File: src/rtl/fft_bitrev_buffer.sv
// Ping-pong frame buffer: natural-order complex samples in, bit-reversed radix-2 butterfly pairs out.
// Build macro FFT_BITREV_PREHALVE_EN stores every component as (in >>> 1) to give one bit of headroom.
//
// Per-bank life cycle (derived from r_full and the bank pointers, no separate state register):
//   state    | meaning
//   EMPTY    | not the write bank, full clear
//   FILLING  | write bank, full clear, accepting samples
//   FULL     | full set, waiting to become the read bank
//   DRAINING | read bank, full set, emitting pairs
module fft_bitrev_buffer #(
    parameter int DATA_WIDTH = 16,
    parameter int N_LOG2     = 4
) (
    input  logic                       clk_i,
    input  logic                       rst_i,
    input  logic                       in_valid_i,
    output logic                       in_ready_o,
    input  logic [1:0][DATA_WIDTH-1:0] in_data_i,
    output logic                       out_valid_o,
    input  logic                       out_ready_i,
    output logic [1:0][DATA_WIDTH-1:0] out_a_o,
    output logic [1:0][DATA_WIDTH-1:0] out_b_o,
    output logic                       out_last_o
);
    localparam int N    = 1 << N_LOG2;
    localparam int RD_W = N_LOG2 - 1;
    localparam logic [N_LOG2-1:0] WR_LAST = '1;
    localparam logic [RD_W-1:0]   RD_LAST = '1;

    logic [1:0][DATA_WIDTH-1:0] r_mem [2][N];
    logic                       r_wr_bank;
    logic                       r_rd_bank;
    logic [N_LOG2-1:0]          r_wr_ptr;
    logic [RD_W-1:0]            r_rd_ptr;
    logic [1:0]                 r_full;

    logic                       w_wr_fire;
    logic                       w_wr_done;
    logic                       w_rd_fire;
    logic                       w_rd_done;
    logic [1:0]                 w_full_set;
    logic [1:0]                 w_full_clr;
    logic [N_LOG2-1:0]          w_idx_a;
    logic [N_LOG2-1:0]          w_idx_b;
    logic [1:0][DATA_WIDTH-1:0] w_wdata;

    function automatic logic [N_LOG2-1:0] f_bitrev(input logic [N_LOG2-1:0] x);
        logic [N_LOG2-1:0] y;
        y = '0;
        for (int i = 0; i < N_LOG2; i++) begin
            y[i] = x[N_LOG2-1-i];
        end
        return y;
    endfunction

    always_comb begin
        for (int c = 0; c < 2; c++) begin
`ifdef FFT_BITREV_PREHALVE_EN
            w_wdata[c] = $signed(in_data_i[c]) >>> 1;
`else
            w_wdata[c] = in_data_i[c];
`endif
        end
    end

    assign in_ready_o  = !r_full[r_wr_bank];
    assign out_valid_o = r_full[r_rd_bank];

    assign w_wr_fire = in_valid_i && in_ready_o;
    assign w_wr_done = w_wr_fire && (r_wr_ptr == WR_LAST);
    assign w_rd_fire = out_valid_o && out_ready_i;
    assign w_rd_done = w_rd_fire && (r_rd_ptr == RD_LAST);

    // bitrev of an even index always has a clear MSB, so its partner is the same index plus N/2
    assign w_idx_a = f_bitrev({r_rd_ptr, 1'b0});
    assign w_idx_b = {1'b1, w_idx_a[N_LOG2-2:0]};

    assign out_a_o    = r_mem[r_rd_bank][w_idx_a];
    assign out_b_o    = r_mem[r_rd_bank][w_idx_b];
    assign out_last_o = out_valid_o && (r_rd_ptr == RD_LAST);

    assign w_full_set = {r_wr_bank, !r_wr_bank} & {2{w_wr_done}};
    assign w_full_clr = {r_rd_bank, !r_rd_bank} & {2{w_rd_done}};

    always_ff @(posedge clk_i or posedge rst_i) begin
        if (rst_i) begin
            for (int b = 0; b < 2; b++) begin
                for (int k = 0; k < N; k++) begin
                    r_mem[b][k] <= '0;
                end
            end
        end else if (w_wr_fire) begin
            r_mem[r_wr_bank][r_wr_ptr] <= w_wdata;
        end
    end

    // Set and clear never target the same bank: the writer only fills a bank whose full bit is clear.
    always_ff @(posedge clk_i or posedge rst_i) begin
        if (rst_i) begin
            r_wr_bank <= 1'b0;
            r_rd_bank <= 1'b0;
            r_wr_ptr  <= '0;
            r_rd_ptr  <= '0;
            r_full    <= '0;
        end else begin
            r_full <= (r_full | w_full_set) & ~w_full_clr;
            if (w_wr_fire) begin
                r_wr_ptr <= r_wr_ptr + 1'b1;
            end
            if (w_wr_done) begin
                r_wr_bank <= !r_wr_bank;
            end
            if (w_rd_fire) begin
                r_rd_ptr <= r_rd_ptr + 1'b1;
            end
            if (w_rd_done) begin
                r_rd_bank <= !r_rd_bank;
            end
        end
    end

endmodule

File: config.mk
export PLATFORM = sky130hd
export DESIGN_NAME = fft_bitrev_buffer
export DESIGN_NICKNAME = d
export VERILOG_FILES = /design/src/rtl/fft_bitrev_buffer.sv
export SDC_FILE = /design/constraint.sdc
export NUM_CORES = 2
export LEC_CHECK = 0
export BUFFER_PORTS_ARGS = -buffer_cell sky130_fd_sc_hd__buf_2
export CAP_MARGIN = 20
export CORE_MARGIN = 2
export CORE_UTILIZATION = 39
export CTS_BUF_LIST = sky130_fd_sc_hd__clkbuf_4 sky130_fd_sc_hd__clkbuf_8
export DETAILED_ROUTE_END_ITERATION = 10
export GPL_ROUTABILITY_DRIVEN = 1
export MAX_ROUTING_LAYER = met4
export SLEW_MARGIN = 10
export SYNTH_ARGS = -nofsm -noshare
export SYNTH_HDL_FRONTEND = slang
export SYNTH_SLANG_ARGS = --single-unit
export TNS_END_PERCENT = 50
File: constraint.sdc
create_clock -name clk_i -period 31.3 [get_ports clk_i]
set_input_delay 4.695 -clock clk_i [delete_from_list [all_inputs] [get_ports clk_i]]
set_output_delay 4.695 -clock clk_i [all_outputs]
set_load 0.01 [all_outputs]
==> out/metrics.cfg <==
[status]
outcome = finished, final reports clean

[placed_design]
hpwlAfterDp_um = 70800
gp_congestion = 0.761
place_area_um2 = 48100
placed_cells = 4292
port_buffers = 102

[finish]
drive_above_1_share = 0.573
nets = 2979
syn_to_final_growth_pct = 12.1
final_cell_area_um2 = 51900
nFillCells = 10300
final_cells = 4604

[clock_tree]
cts.repair.resized = 0
cts_htree_levels = 4
cts_buffers = 174
cts_buffer_depth = 3
insertion_delay_ns = 0.85
cts_setup_buffers = 0
cts_tree = yes
clk_pin_slew_worst_paths_ns = 0.06
postCtsHoldBufs = 0
cts_root_buf = clkbuf_8
clock_sinks = 1035

[global_routing]
grt_max_degree = 126
grt_pass1_wl_um = 189000
grt_util_all_layers = 0.215
grt_pass1_vias = 28700
grt-ovfl-total = 0
antenna_found_initial = 7

[sta]
maxSlewViolCount = 0
finalHoldViolations = 0
tns_ns = 0
rsz0062_at_grt = false
fmax_ghz = 0.107
setup-violations-final = 0
timing.final.crit_share = 0.299
fin_worst_skew_ns = 0.0304
max_slew_margin = 0.242
finalCriticalPeriod_ns = 9.35
worst_pin_slew_ns = 1.14

[yosys]
synth_area_um2 = 46300
avgSynthCellArea_um2 = 16.1
synth_nets = 2923
synth-seq-cells = 1035
ys_types = 32
yosysWarnings = 0
yosysSeqAreaShare = 0.559
synth_cells = 2881

[worst_setup_path]
startpoint = r_rd_bank
critPathArrivalTime_ns = 4.66
startpoint_type = flop
crit_fanout = 48
rrSetupSlack_ns = 27.81
endpoint_kind = primary output
critPathRequiredTime_ns = 26.61
reg2reg_to = r_rd_ptr[2]
crit_end = out_a_o[31]
criticalPathCategory = reg -> out
rr_startpoint = r_rd_bank
reg2reg_depth = 5

[power_and_ir_drop]
total_power_mw = 4.58
seqPwrFrac = 0.399
switching_share = 0.316
ir_drop_v = 0.0000753
p_clk_frac = 0.276
power_frac_comb = 0.325
internal-power_mw = 3.13
p_sw_mw = 1.45
cellLeakagePower_nw = 24.3
power.density_nw_per_um2 = 88.2

[run]
drv_cap = 0

[hold_path]
hold_path.class = reg -> reg

[die]
coreArea_um2 = 118000
io_pins = 103
dieArea_um2 = 121000
die_x_um = 349
initial_core_util = 0.393
die_h_um = 349
rows = 126

[detailed_routing]
routedWlPerCell_um = 27.2
vias = 26300
dr.pass1.iters = 8
dr.first_iter.drc_count = 1860
route.detailed.drc = 0
drt-vias-per-instance = 5.71
drt-total-wl_um = 125000
ant_nets = 0

==> Yosys cell counts <==
| cell type | count | area, um2 |
|---|---|---|
| a22oi_1 | 128 | 961 |
| a32oi_1 | 1 | 8.76 |
| and2_1 | 2 | 12.5 |
| and3_1 | 2 | 12.5 |
| and4bb_2 | 2 | 25.0 |
| buf_1 | 40 | 150 |
| buf_2 | 151 | 756 |
| buf_4 | 2 | 15.0 |
| buf_6 | 6 | 67.6 |
| clkbuf_1 | 88 | 330 |
| clkbuf_2 | 1 | 5.00 |
| dfrtp_1 | 1035 | 25900 |
| ha_1 | 6 | 75.1 |
| inv_1 | 4 | 15.0 |
| mux2_1 | 42 | 473 |
| mux2_2 | 986 | 11100 |
| mux2i_1 | 1 | 10.0 |
| mux4_2 | 256 | 5770 |
| nand2_1 | 75 | 282 |
| nand2b_1 | 3 | 18.8 |
| nand3_1 | 11 | 55.1 |
| nand3b_1 | 1 | 7.51 |
| nand4_1 | 2 | 12.5 |
| nand4b_1 | 4 | 35.0 |
| nor2_1 | 12 | 45.0 |
| nor2b_1 | 5 | 31.3 |
| nor3b_2 | 1 | 12.5 |
| nor4b_2 | 1 | 15.0 |
| nor4bb_1 | 1 | 10.0 |
| o22a_1 | 1 | 8.76 |
| or3_1 | 5 | 31.3 |
| xnor2_1 | 6 | 52.6 |
==> worst min path at each step <==
| stage | slack, ns | from | to | depth (start not counted) |
|---|---|---|---|---|
| 4_1_cts | 0.49 | r_mem[177] | r_mem[177] | 1 |
| 5_1_grt | 0.50 | r_mem[446] | r_mem[446] | 1 |
| 2_1_floorplan | 0.45 | r_mem[176] | r_mem[176] | 1 |
| 6_report | 0.48 | r_mem[177] | r_mem[177] | 1 |
| 3_3_place_gp | 0.46 | r_mem[177] | r_mem[177] | 1 |
| 3_5_place_dp | 0.47 | r_mem[177] | r_mem[177] | 1 |
==> power groups by stage <==
stage,sequential [mW],combinational (mW),clock (mW)
after global routing,1.86,1.59,1.36
final,1.83,1.49,1.26
after detailed placement,1.85,1.51,0
after global placement,1.82,1.48,0
after CTS,1.83,1.51,1.30
after floorplan,1.78,1.10,0
==> layout make-up <==
class                           instances  area [um2]  area share
Sequential cell                      1035       25900       0.499
Multi-Input combinational cell       1554       19200       0.371
Clock buffer                          278        3430      0.0660
Tap cell                             1536        1920      0.0370
Timing Repair Buffer                  168        1120      0.0216
Clock inverter                         27         258     0.00497
Inverter                                4        18.8    0.000362
Antenna cell                            2        5.00   0.0000964
==> placed cells by master (no fill, tap or decap), types with 11 or more instances in the layout <==
cell / n
buf_4: 58
mux4_2: 256
dfrtp_1: 1033
mux2_1: 42
clkbuf_8: 214
clkinv_2: 12
nand2_1: 68
mux2_2: 986
nor2_4: 11
a22oi_1: 128
clkbuf_4: 64
buf_2: 102
==> metrics by stage <==
stage	hold slack, ns	worst slack, ns	utilization
floorplan	0.453	12.34	-
finish	0.485	21.95	0.440
global route	0.505	21.60	0.440
detailed placement	0.475	21.10	0.408
global placement	0.462	21.46	0.408
CTS	0.489	21.80	0.439
==> critical path, stage by stage (launching register included) <==
cell,delay [ns]
dfrtp_4,0.75
buf_4,0.72
buf_4,0.89
mux4_2,0.61
a22oi_1,0.22
nand2_1,0.27
buf_2,0.24
==> per-layer routing <==
metal | global-route usage | vias to the layer above | wire length [um]
li1 | - | 10900 | -
met1 | 0.280 | 14500 | 54700
met2 | 0.345 | 678 | 61700
met3 | 0.0332 | 218 | 5390
met4 | 0.0702 | 0 | 3510
met5 | - | - | 0
==> flip-flops by register name (all words and copies together), names as in the netlist <==
register	count
r_full	2
r_wr_bank	1
r_rd_bank	1
r_wr_ptr	4
r_rd_ptr	3
r_mem	1024
==> kinds of logic after synthesis <==
kind of cell | after synthesis | synth area share
multiplexers | 1285 | 0.375
flip-flops | 1035 | 0.559
buffers and inverters | 292 | 0.0289
AO/OA/AOI/OAI | 130 | 0.0211
AND/OR/NAND/NOR | 127 | 0.0131
XOR/XNOR | 6 | 0.00113
adder cells (fa/ha/maj) | 6 | 0.00162
Note: power is estimated with default switching activity, not from simulation.
